**src/rtl/uart_pkg.sv**
```systemverilog
// Shared UART scope definitions: launch FSM encoding, byte width and the
// baud-select codes common to uart_byte_tx and uart_byte_rx.
package uart_pkg;

  localparam int BYTE_W = 8;

  typedef enum logic [1:0] {
    ST_IDLE   = 2'd0,
    ST_LAUNCH = 2'd1,
    ST_WAIT   = 2'd2,
    ST_GAP    = 2'd3
  } tx_state_t;

  typedef enum logic [2:0] {
    BAUD_9600   = 3'd0,
    BAUD_19200  = 3'd1,
    BAUD_38400  = 3'd2,
    BAUD_57600  = 3'd3,
    BAUD_115200 = 3'd4
  } baud_sel_t;

endpackage

```
**src/rtl/uart_tx_buffer_if.sv**
```systemverilog
// Producer-side write/status signals and transmitter-side launch handshake
// of uart_tx_buffer; slave is the buffer, master is whoever drives it.
interface uart_tx_buffer_if #(
  parameter int ADDR_W = 4
) ();
  import uart_pkg::*;

  logic              wr_en;
  logic [BYTE_W-1:0] wr_data;
  logic              full;
  logic              empty;
  logic [ADDR_W:0]   level;
  logic              overflow;
  logic              ovf_clr;
  logic              byte_en;
  logic [BYTE_W-1:0] data_byte;
  logic              tx_done;
  logic              busy;

  modport slave (
    input  wr_en, wr_data, ovf_clr, tx_done,
    output full, empty, level, overflow, byte_en, data_byte, busy
  );

  modport master (
    output wr_en, wr_data, ovf_clr, tx_done,
    input  full, empty, level, overflow, byte_en, data_byte, busy
  );
endinterface

```
**src/rtl/uart_sync_fifo.sv**
```systemverilog
// Single-clock byte FIFO with registered level/full/empty flags.
// A write to a full FIFO is accepted only when a pop happens in the same cycle.
module uart_sync_fifo #(
  parameter int DEPTH  = 16,
  parameter int ADDR_W = 4
) (
  input  logic              clk,
  input  logic              rst,
  input  logic              wr,
  input  logic [7:0]        wr_data,
  input  logic              rd,
  output logic [7:0]        rd_data,
  output logic              full,
  output logic              empty,
  output logic [ADDR_W:0]   level
);
  localparam logic [ADDR_W:0] LVL_FULL = (ADDR_W+1)'(DEPTH);

  logic [7:0]        mem [DEPTH];
  logic [ADDR_W-1:0] wr_ptr;
  logic [ADDR_W-1:0] rd_ptr;
  logic [ADDR_W:0]   level_q;
  logic [ADDR_W:0]   level_nxt;
  logic              full_q;
  logic              empty_q;
  logic              wr_ok;
  logic              rd_ok;

  assign rd_ok = rd && !empty_q;
  assign wr_ok = wr && (!full_q || rd_ok);

  always_comb begin
    level_nxt = level_q;
    case ({wr_ok, rd_ok})
      2'b10:   level_nxt = level_q + 1'b1;
      2'b01:   level_nxt = level_q - 1'b1;
      default: level_nxt = level_q;
    endcase
  end

  always_ff @(posedge clk) begin
    if (rst) begin
      wr_ptr  <= '0;
      rd_ptr  <= '0;
      level_q <= '0;
      full_q  <= 1'b0;
      empty_q <= 1'b1;
    end else begin
      if (wr_ok) wr_ptr <= wr_ptr + 1'b1;
      if (rd_ok) rd_ptr <= rd_ptr + 1'b1;
      level_q <= level_nxt;
      full_q  <= (level_nxt == LVL_FULL);
      empty_q <= (level_nxt == '0);
    end
  end

  // Storage needs no reset; the pointers define what is valid.
  always_ff @(posedge clk) begin
    if (!rst && wr_ok) mem[wr_ptr] <= wr_data;
  end

  assign rd_data = mem[rd_ptr];
  assign full    = full_q;
  assign empty   = empty_q;
  assign level   = level_q;
endmodule

```
**src/rtl/uart_tx_buffer.sv**
```systemverilog
// Byte buffer and launch pacer in front of uart_byte_tx.
// Define UART_TX_BUF_GAP_EN to compile in the GAP_CYCLES inter-byte pause.
module uart_tx_buffer #(
  parameter int DEPTH      = 16,
  parameter int ADDR_W     = 4,
  parameter int GAP_CYCLES = 0
) (
  input  logic            clk,
  input  logic            rst,
  uart_tx_buffer_if.slave bus
);
  import uart_pkg::*;

  // IDLE: wait for data | LAUNCH: pop head, pulse byte_en | WAIT: for tx_done | GAP: pacing pause

  if (DEPTH != (1 << ADDR_W)) begin : g_depth_chk
    $error("uart_tx_buffer: DEPTH must equal 2**ADDR_W");
  end
  if (GAP_CYCLES < 0) begin : g_gap_chk
    $error("uart_tx_buffer: GAP_CYCLES must be non-negative");
  end

  tx_state_t         state;
  logic              fifo_full;
  logic              fifo_empty;
  logic [ADDR_W:0]   fifo_level;
  logic [BYTE_W-1:0] head;
  logic              pop;
  logic              wr_drop;
  logic              byte_en_q;
  logic              busy_q;
  logic              ovf_q;
  logic [BYTE_W-1:0] data_q;

`ifdef UART_TX_BUF_GAP_EN
  localparam int GAP_W = (GAP_CYCLES > 1) ? $clog2(GAP_CYCLES) : 1;
  localparam logic [GAP_W-1:0] GAP_LOAD = (GAP_CYCLES > 0) ? GAP_W'(GAP_CYCLES - 1) : '0;
  logic [GAP_W-1:0] gap_cnt;
`endif

  // LAUNCH is only entered with a non-empty FIFO, so pop is always honoured.
  assign pop     = (state == ST_LAUNCH);
  assign wr_drop = bus.wr_en && fifo_full && !pop;

  uart_sync_fifo #(
    .DEPTH  (DEPTH),
    .ADDR_W (ADDR_W)
  ) u_fifo (
    .clk     (clk),
    .rst     (rst),
    .wr      (bus.wr_en),
    .wr_data (bus.wr_data),
    .rd      (pop),
    .rd_data (head),
    .full    (fifo_full),
    .empty   (fifo_empty),
    .level   (fifo_level)
  );

  always_ff @(posedge clk) begin
    if (rst) begin
      state     <= ST_IDLE;
      byte_en_q <= 1'b0;
      busy_q    <= 1'b0;
      data_q    <= '0;
`ifdef UART_TX_BUF_GAP_EN
      gap_cnt   <= '0;
`endif
    end else begin
      byte_en_q <= 1'b0;
      case (state)
        ST_IDLE: begin
          if (!fifo_empty) begin
            state  <= ST_LAUNCH;
            busy_q <= 1'b1;
          end
        end
        ST_LAUNCH: begin
          data_q    <= head;
          byte_en_q <= 1'b1;
          state     <= ST_WAIT;
        end
        ST_WAIT: begin
          if (bus.tx_done) begin
`ifdef UART_TX_BUF_GAP_EN
            state   <= ST_GAP;
            gap_cnt <= GAP_LOAD;
`else
            state   <= ST_IDLE;
            busy_q  <= 1'b0;
`endif
          end
        end
`ifdef UART_TX_BUF_GAP_EN
        ST_GAP: begin
          if (gap_cnt == '0) begin
            state  <= ST_IDLE;
            busy_q <= 1'b0;
          end else begin
            gap_cnt <= gap_cnt - 1'b1;
          end
        end
`endif
        default: begin
          state  <= ST_IDLE;
          busy_q <= 1'b0;
        end
      endcase
    end
  end

  // A fresh overflow outranks a clear in the same cycle.
  always_ff @(posedge clk) begin
    if (rst)              ovf_q <= 1'b0;
    else if (wr_drop)     ovf_q <= 1'b1;
    else if (bus.ovf_clr) ovf_q <= 1'b0;
  end

  assign bus.full      = fifo_full;
  assign bus.empty     = fifo_empty;
  assign bus.level     = fifo_level;
  assign bus.overflow  = ovf_q;
  assign bus.byte_en   = byte_en_q;
  assign bus.data_byte = data_q;
  assign bus.busy      = busy_q;
endmodule

```
**src/flat_wrapper.sv**
```systemverilog
// flat-port wrapper written by rule: the top's interface ports become plain ports
module uart_tx_buffer_flat import uart_pkg::*;
#(
  parameter int DEPTH      = 16,
  parameter int ADDR_W     = 4,
  parameter int GAP_CYCLES = 0
)
  (clk, rst, bus_wr_en, bus_wr_data, bus_ovf_clr, bus_tx_done, bus_full, bus_empty, bus_level, bus_overflow, bus_byte_en, bus_data_byte, bus_busy);
  uart_tx_buffer_if #(.ADDR_W(ADDR_W)) bus_i ();
  input  logic clk;
  input  logic rst;
  input wire logic [$bits(bus_i.wr_en)-1:0] bus_wr_en;
  input wire logic [$bits(bus_i.wr_data)-1:0] bus_wr_data;
  input wire logic [$bits(bus_i.ovf_clr)-1:0] bus_ovf_clr;
  input wire logic [$bits(bus_i.tx_done)-1:0] bus_tx_done;
  output wire logic [$bits(bus_i.full)-1:0] bus_full;
  output wire logic [$bits(bus_i.empty)-1:0] bus_empty;
  output wire logic [$bits(bus_i.level)-1:0] bus_level;
  output wire logic [$bits(bus_i.overflow)-1:0] bus_overflow;
  output wire logic [$bits(bus_i.byte_en)-1:0] bus_byte_en;
  output wire logic [$bits(bus_i.data_byte)-1:0] bus_data_byte;
  output wire logic [$bits(bus_i.busy)-1:0] bus_busy;
  assign bus_i.wr_en = bus_wr_en;
  assign bus_i.wr_data = bus_wr_data;
  assign bus_i.ovf_clr = bus_ovf_clr;
  assign bus_i.tx_done = bus_tx_done;
  assign bus_full = bus_i.full;
  assign bus_empty = bus_i.empty;
  assign bus_level = bus_i.level;
  assign bus_overflow = bus_i.overflow;
  assign bus_byte_en = bus_i.byte_en;
  assign bus_data_byte = bus_i.data_byte;
  assign bus_busy = bus_i.busy;
  uart_tx_buffer #(.DEPTH(DEPTH), .ADDR_W(ADDR_W), .GAP_CYCLES(GAP_CYCLES)) u_core (.clk(clk), .rst(rst), .bus(bus_i));
endmodule
```
**config.mk**
```make
export PLATFORM = sky130hd
export DESIGN_NAME = uart_tx_buffer_flat
export DESIGN_NICKNAME = d
export VERILOG_FILES = /design/src/rtl/uart_pkg.sv /design/src/rtl/uart_tx_buffer_if.sv /design/src/rtl/uart_sync_fifo.sv /design/src/rtl/uart_tx_buffer.sv /design/src/flat_wrapper.sv
export SDC_FILE = /design/constraint.sdc
export NUM_CORES = 1
export LEC_CHECK = 0
export CAP_MARGIN = 20
export CORE_AREA = 3 3 83 164
export DETAILED_ROUTE_END_ITERATION = 12
export DIE_AREA = 0 0 86 167
export PLACE_DENSITY_LB_ADDON = 0.05
export SYNTH_ARGS = -nofsm -noshare
export SYNTH_HDL_FRONTEND = slang
export SYNTH_SLANG_ARGS = --single-unit
```
**constraint.sdc**
```tcl
create_clock -name clk -period 4.2 [get_ports clk]
set_clock_uncertainty 0.15 [all_clocks]
set_input_delay 0.84 -clock clk [delete_from_list [all_inputs] [get_ports clk]]
set_output_delay 0.84 -clock clk [all_outputs]
set_load 0.1 [all_outputs]
```
==> run_results.csv <==
group,metric,value,unit
run_status,status,"completed",
drt,met3_length,324,um
power_and_ir_drop,power,3.534,mW
drt,firstDrtPassIters,5,
floorplan,rows,58,
floorplan,die_h,167,um
critical_path,endpoint_kind,"flop",
place,port_buffers,30,
drt,antenna_left,0,
sta,fin_crit,3.230,ns
critical_path,cpMaxStageDelayCell,"clkdlybuf4s50_1",
synth,yosysWarningCount,0,
critical_path,r2r_slack,1.12,ns
synth,synth_area_leader_cell,"edfxtp_1",
power_and_ir_drop,p_leak,2.421,nW
synth,synth_nets,383,
synth,synth_compound_area_share,5.223,%
floorplan,pin_count,31,
synth,yosysMostFrequentCell,"edfxtp_1",
synth,syn_area_per_cell,17.21,sq um
drt,routed-wl-met2,7.180,mm
clocking,htreeDepth,4,
synth,synth.yosys.seq_area_share,70.71,%
critical_path,worstSetupPathType,"primary input to flop",
power_and_ir_drop,ir_worst_vdd,0.3363,mV
global_route,grt_overflow_total,0,
hold_path,hold_path_class,"flop to flop",
critical_path,startpoint_type,"primary input",
critical_path,crit_required,4.37,ns
sta,slew_headroom,34.39,%
clocking,numCtsBuffers,17,
drt,vias,3270,
synth,synth-main-ff-cell,"edfxtp_1",
flow_run,maxCapViolCount,0,
critical_path,cpPeakStageDelay,0.48,ns
cells_and_area,final_layout_size_suffix_gt1_share,16.78,%
synth,syn_inst,362,
clocking,postCtsSetupBuffers,0,
critical_path,arrival,3.40,ns
drt,wl_per_cell,21.13,um
synth,synth-simple-area-share,5.806,%
synth,netlist_area,6228,sq um
synth,synth_top_family_by_area,"multiplexers",
sta,tns,0,ns
synth,async_flop_share,0,%
critical_path,r2r-end,"u_core.u_fifo.full",
clocking,cts_resized,0,
drt,wl_met1,4.362,mm
synth,synthTopCellsByArea,"edfxtp_1 62%, dfxtp_1 9.0%, mux4_2 6.5%",
drt,drc_errors,0,
sta,finalHoldViolCount,0,
critical_path,critPathLaunch,"bus_wr_en",
clocking,clk_pin_slew,0.06,ns
clocking,clk_latency,0.42,ns
place,gp_congestion,0.8423,
floorplan,fp.dieW,86,um
sta,setup-violations-final,0,
clocking,holdBufCountCts,0,
cells_and_area,syn_to_final_growth,17.16,%
clocking,cts_max_path_buffers,2,
sta,worst_slew_pin_slew,0.9811,ns
synth,synth_seq_cells,156,
drt,initialDrtViolationCount,247,
critical_path,worstPathMaxFanout,9,
clocking,clockRootBuffer,"clkbuf_16",
synth,synth_edf_count,128,
synth,synthTopCellsByCount,"128 x edfxtp_1, 48 x nor2_1, 28 x dfxtp_1",
global_route,grt_pass1_vias,3395,
sta,timing.fmax,309.6,MHz
synth,synthMuxAreaShare,12.74,%
synth,synthAdderAreaFrac,1.607,%
synth,synth_cell_type_count,41,
cells_and_area,fin_cells,573,
global_route,grt_pass1_wl,19.12,mm
critical_path,crit_top_cell,"ha_1",
drt,vias_per_cell,5.707,
sta,rsz0062_at_grt,"no",
critical_path,worstReg2RegStart,"u_core.state[0]",
global_route,grt_antenna_before_repair,0,
synth,yosysTopAreaCellShare,61.71,%
floorplan,start_util,49.61,%
critical_path,crit_end,"u_core.u_fifo.full",
global_route,track_usage,18.45,%
global_route,grt_max_degree,36,
power_and_ir_drop,power_density,484.3,nW/um^2
drt,top_layer,"met4",
drt,wl,12.11,mm
critical_path,crit_chain,"clkdlybuf4s50_1, o21a_1, inv_1, ha_1, xor2_1, ha_1, a21oi_1, mux2i_1, xnor2_1, and2_1, nor4bb_1",
floorplan,die_area,14360,sq um
clocking,clkSinkCount,156,
cells_and_area,layout.nets,431,
sta,fin_crit_sh,76.91,%
place,placed_cells,541,
synth,synthXorXnorAreaFrac,1.406,%
place,hpwl,8.596,mm
cells_and_area,n_antenna_cell,0,
floorplan,core_area,12550,sq um
clocking,cts_tree,"yes",
critical_path,r2r_cells,12,
sta,slew_viol_final,0,
sta,holdWs,0.3450,ns
==> layout make-up <==
type | instances | area, sq um
Multi-Input combinational cell | 183 | 1668
Clock buffer | 17 | 425.4
Tap cell | 150 | 187.7
Sequential cell | 156 | 4407
Fill cell | 987 | 5258
Inverter | 6 | 22.52
Clock inverter | 15 | 166.4
Timing Repair Buffer | 46 | 420.4
==> logic make-up (layout without fill, tap and decap cells) <==
| kind of cell | Yosys count | count (layout) |
|---|---|---|
| adder cells (fa/ha/maj) | 8 | 8 |
| XOR/XNOR | 10 | 10 |
| AO/OA/AOI/OAI | 52 | 52 |
| buffers and inverters | 23 | 84 |
| flip-flops | 156 | 156 |
| AND/OR/NAND/NOR | 79 | 79 |
| multiplexers | 34 | 34 |
==> how the worst min path moves through the flow <==
stage                              end  cells after the start                    start
4_1_cts        u_core.bus.data_byte[0]                      2  u_core.bus.data_byte[0]
6_report       u_core.bus.data_byte[6]                      2  u_core.bus.data_byte[6]
2_1_floorplan          u_core.state[0]                      1          u_core.state[0]
3_3_place_gp       u_core.bus.overflow                      2      u_core.bus.overflow
3_5_place_dp   u_core.bus.data_byte[0]                      2  u_core.bus.data_byte[0]
5_1_grt            u_core.bus.overflow                      2      u_core.bus.overflow
==> where the power goes <==
part | switching (mW) | internal (mW) | total (mW)
clock network | 0.665 | 0.852 | 1.52
logic | 0.193 | 0.0964 | 0.290
registers | 0.0290 | 1.70 | 1.73
total | 0.887 | 2.65 | 3.53
==> registers in the layout, indices dropped and copies added, names as in the netlist <==
name	flops
u_core.u_fifo.empty	1
u_core.state	2
u_core.u_fifo.wr_ptr	4
u_core.bus.overflow	1
u_core.u_fifo.mem	128
u_core.bus.busy	1
u_core.u_fifo.level	5
u_core.bus.data_byte	8
u_core.u_fifo.rd_ptr	4
u_core.u_fifo.full	1
u_core.bus.byte_en	1
==> worst max-delay path, delay by kind of cell <==
| family | cells | cell delay (ns) |
|---|---|---|
| multiplexers | 1 | 0.23 |
| AND/OR/NAND/NOR | 2 | 0.37 |
| XOR/XNOR | 2 | 0.36 |
| buffers and inverters | 2 | 0.59 |
| adder cells (fa/ha/maj) | 2 | 0.53 |
| AO/OA/AOI/OAI | 2 | 0.48 |
==> layout by cell type, fill, tap and decap left out, types with 2 or more instances in the layout <==
| cell type | count |
|---|---|
| edfxtp_1 | 128 |
| nor2_1 | 48 |
| clkdlybuf4s50_1 | 30 |
| dfxtp_1 | 26 |
| a21oi_1 | 22 |
| mux4_2 | 18 |
| clkbuf_16 | 17 |
| a22oi_1 | 16 |
| buf_4 | 16 |
| mux4_1 | 14 |
| nand2_1 | 10 |
| ha_1 | 8 |
| inv_1 | 6 |
| xor2_1 | 6 |
| inv_6 | 6 |
| inv_8 | 6 |
| nor2b_1 | 5 |
| xnor2_1 | 4 |
| o21ai_0 | 4 |
| o21a_1 | 2 |
| or3_1 | 2 |
| nand2b_1 | 2 |
| and2_1 | 2 |
| a21o_1 | 2 |
| a31oi_1 | 2 |
| mux2i_1 | 2 |
| nand4_1 | 2 |
| dfxtp_2 | 2 |
==> per-layer routing <==
metal,GRT usage [%],up-vias
met4,6.685,0
met3,4.505,14
met2,33.98,65
met5,0,-
li1,-,1518
met1,19.86,1673
==> stage by stage <==
stage | utilization, % | setup WS, ns | cell area (sq um)
2_1_floorplan | - | 0.8453 | 6228
3_3_place_gp | 53.41 | 0.6113 | 6705
3_5_place_dp | 53.41 | 0.5158 | 6705
4_1_cts | 58.12 | 0.9598 | 7297
5_1_grt | 58.12 | 0.7684 | 7297
6_report | 58.12 | 0.9697 | 7297
Power figures use the tool's default switching activity.
